### config.mk
export PLATFORM = sky130hd
export DESIGN_NAME = conv_clause_engine
export DESIGN_NICKNAME = d
export VERILOG_FILES = /design/src/rtl/conv_cotm_pkg.sv /design/src/rtl/conv_clause_match.sv /design/src/rtl/conv_clause_engine.sv
export SDC_FILE = /design/constraint.sdc
export NUM_CORES = 2
export LEC_CHECK = 0
export ABC_AREA = 0
export CAP_MARGIN = 30
export CORE_AREA = 2 2 608 610
export DETAILED_ROUTE_END_ITERATION = 10
export DIE_AREA = 0 0 610 612
export PLACE_DENSITY = 0.37
export SYNTH_ARGS = -nofsm -noshare
export SYNTH_HDL_FRONTEND = slang
export SYNTH_SLANG_ARGS = --single-unit
### constraint.sdc
create_clock -name clk -period 4.7 [get_ports clk]
set_input_delay 1.175 -clock clk [delete_from_list [all_inputs] [get_ports clk]]
set_output_delay 1.175 -clock clk [all_outputs]
set_load 0.02 [all_outputs]
### src/rtl/conv_cotm_pkg.sv
// Shared definitions for the convolutional clause engine: FSM encodings,
// clause field offsets and the patch-size legality check.
package conv_cotm_pkg;

    localparam logic [1:0] ST_IDLE  = 2'd0;
    localparam logic [1:0] ST_EVAL  = 2'd1;
    localparam logic [1:0] ST_DRAIN = 2'd2;
    localparam logic [1:0] ST_DONE  = 2'd3;

    // Each clause half is {patch, xpos, ypos}, with ypos at bit 0.
    function automatic int y_off();
        return 0;
    endfunction

    function automatic int x_off(input int py_w);
        return py_w;
    endfunction

    function automatic int p_off(input int py_w, input int px_w);
        return py_w + px_w;
    endfunction

    function automatic logic cfg_bad(input logic [2:0] p, input int patch_max);
        return !p[0] || (p < 3'd3) || ({29'd0, p} > 32'(patch_max));
    endfunction

endpackage

### src/rtl/conv_clause_match.sv
// One patch-window matcher: include/negated literal test against a window,
// result registered.
module conv_clause_match #(
    parameter int HALF_W = 107
) (
    input  logic              clk,
    input  logic              rst_n,
    input  logic              en,
    input  logic [HALF_W-1:0] inc,
    input  logic [HALF_W-1:0] neg,
    input  logic [HALF_W-1:0] lit,
    output logic              match
);

    always_ff @(posedge clk or negedge rst_n) begin
        if (!rst_n) begin
            match <= 1'b0;
        end else begin
            match <= en & (&(lit | ~inc)) & (&(~lit | ~neg));
        end
    end

endmodule

### src/rtl/conv_clause_engine.sv
// Convolutional clause evaluator: one clause against NUM_PE windows per beat,
// ORs matches into clause_op, counts matches and forwards windows down the chain.
//   state    | meaning
//   ST_IDLE  | waiting for a clause load
//   ST_EVAL  | accepting window beats of one image
//   ST_DRAIN | two cycles letting the last beats reach the accumulators
//   ST_DONE  | result presented until out_ready
module conv_clause_engine
    import conv_cotm_pkg::*;
#(
    parameter int NUM_PE    = 8,
    parameter int IMG_W     = 32,
    parameter int IMG_H     = 32,
    parameter int PATCH_MAX = 7,
    parameter int CNT_W     = 10,
    localparam int PX_W     = IMG_W - 3,
    localparam int PY_W     = IMG_H - 3,
    localparam int PP_W     = PATCH_MAX * PATCH_MAX,
    localparam int HALF_W   = PY_W + PX_W + PP_W,
    localparam int CLAUSE_W = 2 * HALF_W
) (
    input  logic                     clk,
    input  logic                     rst_n,
    input  logic [2:0]               patch_size,
    output logic                     cfg_err,
    input  logic                     clause_valid,
    output logic                     clause_ready,
    input  logic [CLAUSE_W-1:0]      clause_data,
    input  logic                     win_valid,
    input  logic                     win_last,
    input  logic [NUM_PE-1:0]        pe_en,
    input  logic [PX_W-1:0]          win_x,
    input  logic [NUM_PE*PY_W-1:0]   win_y,
    input  logic [NUM_PE*PP_W-1:0]   win_patch,
    input  logic                     img_abort,
    input  logic                     prev_op,
    output logic                     fwd_valid,
    output logic                     fwd_last,
    output logic [NUM_PE-1:0]        fwd_pe_en,
    output logic [PX_W-1:0]          fwd_x,
    output logic [NUM_PE*PY_W-1:0]   fwd_y,
    output logic [NUM_PE*PP_W-1:0]   fwd_patch,
    output logic                     out_valid,
    input  logic                     out_ready,
    output logic                     clause_op,
    output logic [CNT_W-1:0]         match_cnt
);

    localparam int X_OFF = x_off(PY_W);
    localparam int P_OFF = p_off(PY_W, PX_W);

    logic [1:0]              state;
    logic                    drain_cnt;
    logic [HALF_W-1:0]       inc_q, neg_q, use_mask;
    logic [31:0]             p32;
    logic                    s1_valid, s1_eval, s1_last;
    logic [NUM_PE-1:0]       s1_pe_en;
    logic [PX_W-1:0]         s1_x;
    logic [NUM_PE*PY_W-1:0]  s1_y;
    logic [NUM_PE*PP_W-1:0]  s1_patch;
    logic [NUM_PE-1:0]       match;
    logic [CNT_W:0]          pop, sum;
    logic [CNT_W-1:0]        cnt_nxt;
    logic                    op_nxt;

    assign cfg_err      = cfg_bad(patch_size, PATCH_MAX);
    assign clause_ready = (state == ST_IDLE) & ~cfg_err;
    assign out_valid    = (state == ST_DONE);
    assign p32          = {29'd0, patch_size};

    // Literals outside the P x P patch or beyond the valid position range are dropped at load.
    for (genvar b = 0; b < HALF_W; b++) begin : g_mask
        if (b < X_OFF) begin : g_y
            assign use_mask[b] = p32 < 32'(IMG_H - b);
        end else if (b < P_OFF) begin : g_x
            assign use_mask[b] = p32 < 32'(IMG_W - (b - X_OFF));
        end else begin : g_p
            localparam int R  = (b - P_OFF) / PATCH_MAX;
            localparam int C  = (b - P_OFF) % PATCH_MAX;
            localparam int RC = (R > C) ? R : C;
            assign use_mask[b] = p32 > 32'(RC);
        end
    end

    always_ff @(posedge clk or negedge rst_n) begin
        if (!rst_n) begin
            s1_valid  <= 1'b0;
            s1_eval   <= 1'b0;
            s1_last   <= 1'b0;
            s1_pe_en  <= '0;
            s1_x      <= '0;
            s1_y      <= '0;
            s1_patch  <= '0;
            fwd_valid <= 1'b0;
            fwd_last  <= 1'b0;
            fwd_pe_en <= '0;
            fwd_x     <= '0;
            fwd_y     <= '0;
            fwd_patch <= '0;
        end else begin
            s1_valid  <= win_valid & ~img_abort;
            s1_eval   <= win_valid & ~img_abort & (state == ST_EVAL);
            s1_last   <= win_last;
            s1_pe_en  <= pe_en;
            s1_x      <= win_x;
            s1_y      <= win_y;
            s1_patch  <= win_patch;
            fwd_valid <= s1_valid & ~img_abort;
            fwd_last  <= s1_last;
            fwd_pe_en <= s1_pe_en;
            fwd_x     <= s1_x;
            fwd_y     <= s1_y;
            fwd_patch <= s1_patch;
        end
    end

    for (genvar i = 0; i < NUM_PE; i++) begin : g_pe
        logic [HALF_W-1:0] lit;
        assign lit = {s1_patch[i*PP_W +: PP_W], s1_x, s1_y[i*PY_W +: PY_W]};
        conv_clause_match #(.HALF_W(HALF_W)) u_match (
            .clk   (clk),
            .rst_n (rst_n),
            .en    (s1_eval & s1_pe_en[i]),
            .inc   (inc_q),
            .neg   (neg_q),
            .lit   (lit),
            .match (match[i])
        );
    end

    always_comb begin
        pop = '0;
        for (int i = 0; i < NUM_PE; i++) begin
            pop = pop + {{CNT_W{1'b0}}, match[i]};
        end
        sum     = {1'b0, match_cnt} + pop;
        cnt_nxt = sum[CNT_W] ? {CNT_W{1'b1}} : sum[CNT_W-1:0];
        op_nxt  = clause_op | prev_op | (|match);
    end

    always_ff @(posedge clk or negedge rst_n) begin
        if (!rst_n) begin
            state     <= ST_IDLE;
            drain_cnt <= 1'b0;
            inc_q     <= '0;
            neg_q     <= '0;
            clause_op <= 1'b0;
            match_cnt <= '0;
        end else if (img_abort && state != ST_IDLE) begin
            state <= ST_IDLE;
        end else begin
            case (state)
                ST_IDLE: begin
                    if (clause_valid && clause_ready) begin
                        inc_q     <= clause_data[HALF_W-1:0] & use_mask;
                        neg_q     <= clause_data[CLAUSE_W-1:HALF_W] & use_mask;
                        clause_op <= 1'b0;
                        match_cnt <= '0;
                        state     <= ST_EVAL;
                    end
                end
                ST_EVAL: begin
                    clause_op <= op_nxt;
                    match_cnt <= cnt_nxt;
                    if (win_valid && win_last) begin
                        drain_cnt <= 1'b1;
                        state     <= ST_DRAIN;
                    end
                end
                ST_DRAIN: begin
                    clause_op <= op_nxt;
                    match_cnt <= cnt_nxt;
                    if (drain_cnt == 1'b0) begin
                        state <= ST_DONE;
                    end else begin
                        drain_cnt <= drain_cnt - 1'b1;
                    end
                end
                default: begin
                    if (out_ready) begin
                        state <= ST_IDLE;
                    end
                end
            endcase
        end
    end

endmodule

==> run_results.csv <==
group,metric,value,unit
die,rows,223,
synth,synth-seq-cells,1563,
timing,finalCritPeriodShare,90.9,%
placement,hpwlAfterDp,419000,um
finish,nFillCells,39200,
timing,layout_setup_ws,0.429,ns
route,vias,44400,
cts,cts-root-buf,"clkbuf_16",
placement,place_congestion,0.947,
timing,setup-violations-final,0,
route,post-route-drc-count,0,
synth,ys.warnings.count,0,
route,wl_met2,235000,um
finish,multi_input_area,0.0104,mm^2
power_and_ir_drop,switching_share,40.9,%
global_routing,grt_max_degree,121,
synth,async_reset_ff_share,100,%
power_and_ir_drop,power,48.0,mW
die,die_area,0.373,mm^2
timing,worst_pin_slew,1.17,ns
timing,fin_crit,4.27,ns
critical_path,end_kind,"primary output",
die,die_y,612,um
route,antenna_left,0,
placement,io_buffer_count,1562,
critical_path,startpoint,"patch_size[1]",
critical_path,reg2reg_slack,0.70,ns
die,initial_core_util,13.7,%
run_status,run_status,"finished, final reports clean",
timing,fin_skew,0.0756,ns
finish,drive_above_1_share,11.4,%
synth,synthTopCellsByCount,"dfrtp_1, nand2_1, o21ai_0, o21ai_1, nor2_1",
route,drt-total-wl,513000,um
critical_path,crit_type,"in2out",
flow_run,cap_violations,0,
global_routing,grt_util_all_layers,26.7,%
synth,synth_most_common_cell,"dfrtp_1",
cts,h-tree-depth,4,
timing,rsz0062_at_grt,"false",
cts,cts_resized,0,
timing,tns,0,ns
critical_path,path_max_fanout,3,
critical_path,ff2ff_path_depth,12,
route,drt-pass1-iter-count,7,
cts,postCtsSetupBuffers,0,
route,avgRoutedWirePerCell,48.7,um
global_routing,gr-total-overflow,0,
synth,synth_top_area_share,77.6,%
power_and_ir_drop,power.density,593,mW/mm^2
power_and_ir_drop,ir_worst_vdd,0.294,mV
synth,synth_area,0.0504,mm^2
finish,fin_nets,6264,
finish,seq_area,0.0391,mm^2
global_routing,grt_pass1_wl,611000,um
min_path,hold_class,"in2async",
global_routing,antenna_found_initial,437,
route,dr.max_layer_used,"met5",
timing,slew_headroom,22.3,%
placement,place_ws,0.431,ns
synth,ys_seq_area_share,77.6,%
timing,finalHoldViolations,0,
cts,cts_sinks,1563,
global_routing,grt_pass1_vias,43700,
synth,synth.distinct_cells,60,
cts,cts_buffers,200,
power_and_ir_drop,leakagePower,32.8,nW
power_and_ir_drop,clkPwrFrac,34.7,%
synth,synth_area_leaders,"dfrtp_1, nand2_1, mux2_1, o21ai_0, mux2i_1",
route,wl_met3,49600,um
power_and_ir_drop,p_comb_share,28.0,%
power_and_ir_drop,p_switching,19.6,mW
die,die_w,610,um
synth,syn-num-nets,4432,
cts,clkTransAtPathRegs,0.06,ns
critical_path,critPathRequiredTime,3.52,ns
critical_path,r2r_start,"match_cnt[0]$_DFFE_PN0P_",
cts,clk_latency,0.94,ns
synth,postSynthCellCount,3530,
die,fp.coreArea,0.367,mm^2
cts,cts.path.max_buffers,4,
synth,synth_ff_type,"dfrtp_1",
power_and_ir_drop,p_seq_share,37.2,%
die,ios,1563,
route,wl_met1,189000,um
synth,avgSynthCellArea,14.3,um^2
critical_path,start_kind,"input port",
route,via_per_inst,4.21,
timing,finalMaxSlewViolations,0,
timing,max_freq,0.234,GHz
cts,post_cts_hold_buffer_count,0,
route,initialDrtViolationCount,5629,
critical_path,cp.arrival,3.10,ns
synth,synth_edf_count,0,
finish,syn2layout_area_growth,60.8,%
critical_path,reg2reg_to,"match_cnt[8]$_DFFE_PN0P_",
synth,post-synth-top-area-cell,"dfrtp_1",
power_and_ir_drop,p_int,28.4,mW
cts,cts_tree,"done",
==> logic make-up after synthesis <==
logic type      Yosys count  share of synthesized area, %
flops                  1563                          77.6
fa+ha+maj                16                         0.472
simple gates            812                          6.98
mux                     184                          3.90
compound gates          716                          9.14
buf+inv                 238                          1.84
xor+xnor                  1                        0.0174
==> flip-flops by register name, indices dropped and copies added (netlist names) <==
signal              count
s1_pe_en                8
fwd_last                1
s1_x                   29
s1_last                 1
clause_op               1
g_pe.u_match.match      8
neg_q                 107
fwd_x                  29
fwd_patch             392
s1_patch              392
match_cnt              10
inc_q                 107
state                   2
fwd_valid               1
fwd_pe_en               8
drain_cnt               1
s1_y                  232
s1_eval                 1
fwd_y                 232
s1_valid                1
==> cell usage in the layout, fill, tap and decap left out, types with 44 or more instances in the layout <==
cell type,instances
a221oi_1,86
buf_4,160
clkbuf_16,201
clkdlybuf4s50_1,1560
dfrtp_1,1537
diode_2,166
inv_1,65
inv_2,44
mux2_1,100
mux2i_1,84
nand2_1,511
nand4_1,66
nor2_1,127
o21ai_0,195
o21ai_1,137
o22ai_1,126
==> worst max-delay path by stage <==
stage | cells after the start | endpoint | slack [ns]
after floorplan | 12 | match_cnt[8]$_DFFE_PN0P_ | 1.01
after global placement | 4 | clause_ready | 0.42
after detailed placement | 4 | clause_ready | 0.43
after CTS | 4 | clause_ready | 0.43
after global routing | 4 | clause_ready | 0.40
final | 4 | clause_ready | 0.43
==> stage by stage <==
step                utilization (%)  area [um^2]  cells  hold slack, ns
floorplan                         -        50400   3530           0.331
global placement               20.0        73300   9985           0.334
detailed placement             20.0        73500   9993           0.350
CTS                            21.9        80500  10400           0.238
global route                   22.0        80700  10400           0.208
finish                         22.1        81000  10500           0.195
==> layout make-up <==
| cell class | instances | area share (%) |
|---|---|---|
| antenna | 166 | 0.513 |
| clock inverter | 110 | 1.74 |
| inverter | 109 | 0.505 |
| sequential | 1563 | 48.3 |
| tap | 4837 | 7.47 |
| timing repair buffer | 1759 | 21.7 |
| multi-input combinational | 1729 | 12.8 |
| clock buffer | 259 | 6.95 |
==> per-layer routing <==
layer	up-vias	track usage, %
li1	16300	-
met1	22800	29.9
met2	3725	42.9
met3	1442	10.2
met4	130	16.2
met5	-	0.672
==> power by group through the flow <==
stage               Sequential [mW]  Combinational [mW]  Clock, mW
floorplan                      16.0                3.96          0
global placement               18.0                12.5          0
finish                         17.9                13.5       16.7
CTS                            17.8                12.7       17.1
global route                   17.8                13.3       17.6
detailed placement             18.0                12.6          0
==> critical path, cell delays in order <==
cell             delay, ns
clkdlybuf4s50_1       0.48
or2_1                 0.46
and3_1                0.32
clkdlybuf4s50_1       0.64
Power figures use the tool's default switching activity.
